**src/rtl/pipe_hazard_ctrl.sv**
```systemverilog
// pipe_hazard_ctrl
//   Front-end sequencing controller for the 5-stage core. Decides, each
//   cycle, whether the PC advances, whether IF_ID loads, is flushed to a NOP
//   or holds, and whether ID_EX receives a bubble. Inputs considered:
//   load-use hazards in ID, taken branches resolved in EX, and instruction
//   memory readiness.
//
// Parameters
//   FLUSH_SLOTS : wrong-path cycles flushed per taken branch (1..7),
//                 counting the resolve cycle itself.
//   CNT_W       : width of the performance counters.
//
// Ports
//   clk, reset (async, active-low)
//   id_rs, id_rt, id_uses_rt     : source fields of the instruction in ID
//   ex_mem_read, ex_rt           : load in EX and its destination register
//   branch_taken                 : branch in EX resolved taken this cycle
//   imem_ready                   : instruction memory returns a word
//   imem_req, pc_we, if_id_we, if_id_flush, id_ex_bubble : pipeline controls
//   state                        : current FSM state (IDLE/RUN/WAIT/FLUSH)
//   stall_cnt, flush_cnt         : performance counters
//
// Configuration
//   PIPE_HAZARD_CTRL_PERF_EN : when defined, stall_cnt/flush_cnt count
//   load-use stall cycles and accepted taken branches (saturating); when
//   undefined both are tied to zero.

module pipe_hazard_ctrl #(
  parameter int unsigned FLUSH_SLOTS = 1,
  parameter int unsigned CNT_W       = 16
) (
  input  logic             clk,
  input  logic             reset,
  input  logic [4:0]       id_rs,
  input  logic [4:0]       id_rt,
  input  logic             id_uses_rt,
  input  logic             ex_mem_read,
  input  logic [4:0]       ex_rt,
  input  logic             branch_taken,
  input  logic             imem_ready,
  output logic             imem_req,
  output logic             pc_we,
  output logic             if_id_we,
  output logic             if_id_flush,
  output logic             id_ex_bubble,
  output logic [1:0]       state,
  output logic [CNT_W-1:0] stall_cnt,
  output logic [CNT_W-1:0] flush_cnt
);

  typedef enum logic [1:0] {
    IDLE  = 2'd0,
    RUN   = 2'd1,
    WAIT  = 2'd2,
    FLUSH = 2'd3
  } state_t;

  localparam logic [2:0] SLOT_INIT = 3'(FLUSH_SLOTS - 1);

  state_t     state_q, state_nxt;
  logic [2:0] slot_q, slot_nxt;
  logic       hazard;
  logic       take_branch;
  logic       take_stall;

  // Register 0 is hardwired, so a load targeting it can never feed ID.
  assign hazard = ex_mem_read && (ex_rt != 5'd0) &&
                  ((ex_rt == id_rs) || (id_uses_rt && (ex_rt == id_rt)));

  assign state = state_q;

  always_ff @(posedge clk or negedge reset) begin
    if (!reset) begin
      state_q <= IDLE;
      slot_q  <= '0;
    end else begin
      state_q <= state_nxt;
      slot_q  <= slot_nxt;
    end
  end

  always_comb begin
    state_nxt    = state_q;
    slot_nxt     = slot_q;
    imem_req     = 1'b0;
    pc_we        = 1'b0;
    if_id_we     = 1'b0;
    if_id_flush  = 1'b1;
    id_ex_bubble = 1'b1;
    take_branch  = 1'b0;
    take_stall   = 1'b0;
    unique case (state_q)
      IDLE: begin
        state_nxt = RUN;
      end
      RUN, WAIT: begin
        imem_req = 1'b1;
        if (branch_taken) begin
          // Branch beats a simultaneous hazard: the stalled ID instruction
          // is wrong-path anyway. Any outstanding fetch is abandoned.
          take_branch  = 1'b1;
          pc_we        = 1'b1;
          if_id_flush  = 1'b1;
          id_ex_bubble = 1'b1;
          if (FLUSH_SLOTS > 1) begin
            state_nxt = FLUSH;
            slot_nxt  = SLOT_INIT;
          end else begin
            state_nxt = RUN;
          end
        end else if (hazard) begin
          take_stall   = 1'b1;
          if_id_flush  = 1'b0;
          id_ex_bubble = 1'b1;
        end else if (!imem_ready) begin
          if_id_flush  = 1'b1;
          id_ex_bubble = 1'b0;
          state_nxt    = WAIT;
        end else begin
          pc_we        = 1'b1;
          if_id_we     = 1'b1;
          if_id_flush  = 1'b0;
          id_ex_bubble = 1'b0;
          state_nxt    = RUN;
        end
      end
      FLUSH: begin
        imem_req = 1'b1;
        slot_nxt = slot_q - 3'd1;
        // Leave when the decremented count reaches zero.
        if (slot_q <= 3'd1) begin
          state_nxt = RUN;
          slot_nxt  = '0;
        end
      end
      default: begin
        state_nxt = IDLE;
      end
    endcase
  end

`ifdef PIPE_HAZARD_CTRL_PERF_EN
  always_ff @(posedge clk or negedge reset) begin
    if (!reset) begin
      stall_cnt <= '0;
      flush_cnt <= '0;
    end else begin
      if (take_stall && (stall_cnt != '1)) stall_cnt <= stall_cnt + CNT_W'(1);
      if (take_branch && (flush_cnt != '1)) flush_cnt <= flush_cnt + CNT_W'(1);
    end
  end
`else
  assign stall_cnt = '0;
  assign flush_cnt = '0;
  logic unused_perf;
  assign unused_perf = take_stall ^ take_branch;
`endif

endmodule

```
**config.mk**
```make
export PLATFORM = sky130hd
export DESIGN_NAME = pipe_hazard_ctrl
export DESIGN_NICKNAME = d
export VERILOG_FILES = /design/src/rtl/pipe_hazard_ctrl.sv
export SDC_FILE = /design/constraint.sdc
export NUM_CORES = 1
export LEC_CHECK = 0
export CAP_MARGIN = 20
export CORE_MARGIN = 2
export CORE_UTILIZATION = 40
export CTS_CLUSTER_SIZE = 30
export DETAILED_ROUTE_END_ITERATION = 12
export DONT_BUFFER_PORTS = 1
export GPL_TIMING_DRIVEN = 0
export SLEW_MARGIN = 30
export SYNTH_ARGS = -nofsm -noshare
export SYNTH_HDL_FRONTEND = slang
export SYNTH_SLANG_ARGS = --single-unit
```
**constraint.sdc**
```tcl
create_clock -name clk -period 1.6 [get_ports clk]
set_input_delay 0.32 -clock clk [delete_from_list [all_inputs] [get_ports clk]]
set_output_delay 0.32 -clock clk [all_outputs]
set_load 0.05 [all_outputs]
```
==> out/results.txt <==
TritonCTS built the clock tree. The switching component of the power came out at 0.000347 W. The worst vdd rail ir drop is 311 µV. The flow ran to the end, but the final reports show violations. Setup repair after global routing could not meet its margin everywhere. The fraction of power spent switching nets is 0.500. The row count was 15. The part of the cycle the worst path needs came out at 1.23. The synthesized design contains 5 register bits. For this design the top-level I/O count stands at 60. The first routing iteration left 4 violations. The initial antenna violation count came out at 0. Synthesis handed over a netlist of 86 instances.

The number of hold-slack violations in the final timing report was 0. The number of global-route vias before repair came out at 485. The number of antenna diodes in the final layout is 0. The share of power burned in registers was 0.221; the highest net fanout along the worst path was 4.

Adding up every negative setup slack in the final design gives -1.64 ns. The initial core utilization was 0.419. For this run, the post-layout net count is 151. Type of the tightest min-delay check: primary input to async pin.

By startpoint and endpoint, the worst setup path is classified as register to primary output. Among all flip-flop cells after synthesis, the most frequent one is sky130_fd_sc_hd__dfrtp_1. The routed length per instance works out to 8.46 µm. Before antenna repair, the detailed router went through 2 iterations.

The tools report the max-slew violation total from the final report as 0. STA classifies the critical path startpoint as a register. The number of DRC violations after detailed routing is 0.

During placement, the flow inserted port buffers numbering 0. The floorplan step set the die height to 46.1 µm. The tools report the die outline area as 2120 µm². STA classifies the critical path endpoint as a primary output. After clock tree synthesis, the clock-pin slew on the worst setup and hold paths is 0.05 ns.

The total power came out at 0.000694 W. The total of max-cap violations is 0, and the post-synthesis area per instance is 8.23 µm². In this run, placement finished with an instance count of 134. Portion of the post-synthesis area used by sequential elements: 0.177. Leaving out fill and tap cells, the most frequent cells in the layout are sky130_fd_sc_hd__buf_4, sky130_fd_sc_hd__conb_1, sky130_fd_sc_hd__xnor2_1, sky130_fd_sc_hd__nand2_1. For the number of H-tree branching levels, the log shows 1. The final reports fail on negative setup slack.

Buffers inserted during clock tree synthesis total 3. The core occupancy in the finished layout is 0.574, and the core outline area is 1690 µm². The power per cell area was 716 nW/µm².

The internal portion of the total power is 0.000347 W. The cell area that synthesis handed to floorplanning was 708 µm². Data on the critical path arrives at its endpoint at 1.65 ns. Summed over all layers, the routed wires come to 1200 µm. Setup violations remaining at the end of the flow were counted as 6. The wire length of the first global-routing pass was 1880 µm; the combinational power share was 0.563. The proportion of layout cells with a drive suffix above 1 is 0.424, and the via-per-instance ratio is 3.93.

The logs give 0.126 for the total track usage and 1.28 ns for the worst path required time. The die extent in x is 46.1 µm, and the total leakage power is 0.522 nW. Relative to the synthesized area, the layout overhead comes to 36.9%.

Counting flops with a built-in enable in the synthesized netlist gives 0. The clock drives 5 sinks. The minimum period implied by the final worst setup slack was 1.97 ns.

The worst clock skew is 0.00343 ns. The total congestion overflow after global routing is 0. The via count of the routed design was 558; the clock tree buffer depth was 2.

Most frequent standard cell in the layout excluding fill and tap cells: sky130_fd_sc_hd__buf_4. The logs give 508 MHz for the highest clock frequency the design can meet and -0.369 ns for the worst path setup slack after routing. Count of placed standard cells in the final layout, fillers left out: 142.

The number of nets with antenna violations after detailed routing was 0. Counting distinct cell types in the post-synthesis netlist gives 27. The tools report the clock share of power as 0.216.

Entering global routing, the biggest net connects 7 pins. The clock reaches the later pin of the worst-skew pair after 0.25 ns. During synthesis, Yosys emitted a total of 0 warnings. Routability-driven placement finished with a final weighted congestion of 0.686.

The fraction of registers with async set or reset after synthesis was 1.00; the number of cells on the worst reg-to-reg path was 8. The tools report the cell at the root of the clock tree as sky130_fd_sc_hd__clkbuf_4.
[final cells by class]
cell class                      instances  area [µm²]
Buffer                                 32         240
Clock buffer                            4        26.3
Fill cell                             163         719
Inverter                                5        22.5
Multi-Input combinational cell         75         499
Sequential cell                         5         128
Tap cell                               17        21.3
Timing Repair Buffer                    4        32.5
[metrics by stage]
step / setup slack [ns] / hold slack, ns / cell area [µm²]
6_report: -0.369 / 0.363 / 970
5_1_grt: -0.430 / 0.371 / 970
4_1_cts: -0.374 / 0.362 / 970
3_5_place_dp: -0.336 / 0.0245 / 891
3_3_place_gp: -0.341 / 0.0245 / 891
2_1_floorplan: -0.285 / 0.0244 / 870
[cell usage after synthesis (2+ instances only)]
cell | instances | share of area
sky130_fd_sc_hd__ha_1 | 4 | 0.071
sky130_fd_sc_hd__inv_1 | 5 | 0.027
sky130_fd_sc_hd__o21ai_0 | 3 | 0.021
sky130_fd_sc_hd__xnor2_1 | 10 | 0.12
sky130_fd_sc_hd__nor2_1 | 2 | 0.011
sky130_fd_sc_hd__dfrtp_1 | 5 | 0.18
sky130_fd_sc_hd__o22ai_1 | 2 | 0.018
sky130_fd_sc_hd__nand2_1 | 5 | 0.027
sky130_fd_sc_hd__buf_4 | 32 | 0.34
[worst paths after layout]
kind                       startpoint   endpoint  slack [ns]
max                          state[1]   if_id_we       -0.37
min in group clk           imem_ready   state[0]        0.45
max reg2reg                  state[1]   state[1]       -0.25
min reg2reg                 slot_q[2]  slot_q[2]        0.50
min                             reset  slot_q[1]        0.36
max in group asynchronous       reset   state[0]        1.02
[metal layers]
layer / track usage / wire length (µm) / vias up
li1: - / - / 296
met3: 0.0588 / 147 / 0
met1: 0.131 / 417 / 228
met2: 0.217 / 636 / 34
met5: 0 / 0 / -
met4: 0.0514 / 0 / 0
[sequential cells by signal, summed over array words and instances (netlist names)]
| name | count |
|---|---|
| slot_q | 3 |
| state | 2 |
[repair_timing]
item	in CTS	in global routing
gates resized for setup	5	1
hold buffers	1	0
setup buffers	3	0
hold endpoints to repair	5	0
pin swaps	3	0
setup endpoints to repair	7	9
[power groups by stage]
stage	clock network, W	logic [W]	registers [W]
floorplan	0	0.000354	0.000153
global placement	0	0.000363	0.000155
detailed placement	0	0.000364	0.000155
CTS	0.000157	0.000390	0.000153
global route	0.000168	0.000415	0.000154
finish	0.000150	0.000391	0.000153
[critical path: stages, from the launching register on]
cell and delay [ns]:
sky130_fd_sc_hd__dfrtp_2 0.55, sky130_fd_sc_hd__inv_2 0.10, sky130_fd_sc_hd__ha_4 0.28, sky130_fd_sc_hd__nor2b_4 0.13, sky130_fd_sc_hd__and3b_2 0.35
[cells by family after synthesis]
| group | share of synthesized area |
|---|---|
| simple gates | 0.138 |
| xor+xnor | 0.124 |
| compound gates | 0.106 |
| flops | 0.177 |
| mux | 0.0141 |
| other cells | 0.00530 |
| fa+ha+maj | 0.0707 |
| buf+inv | 0.366 |
Power figures use the tool's default switching activity.
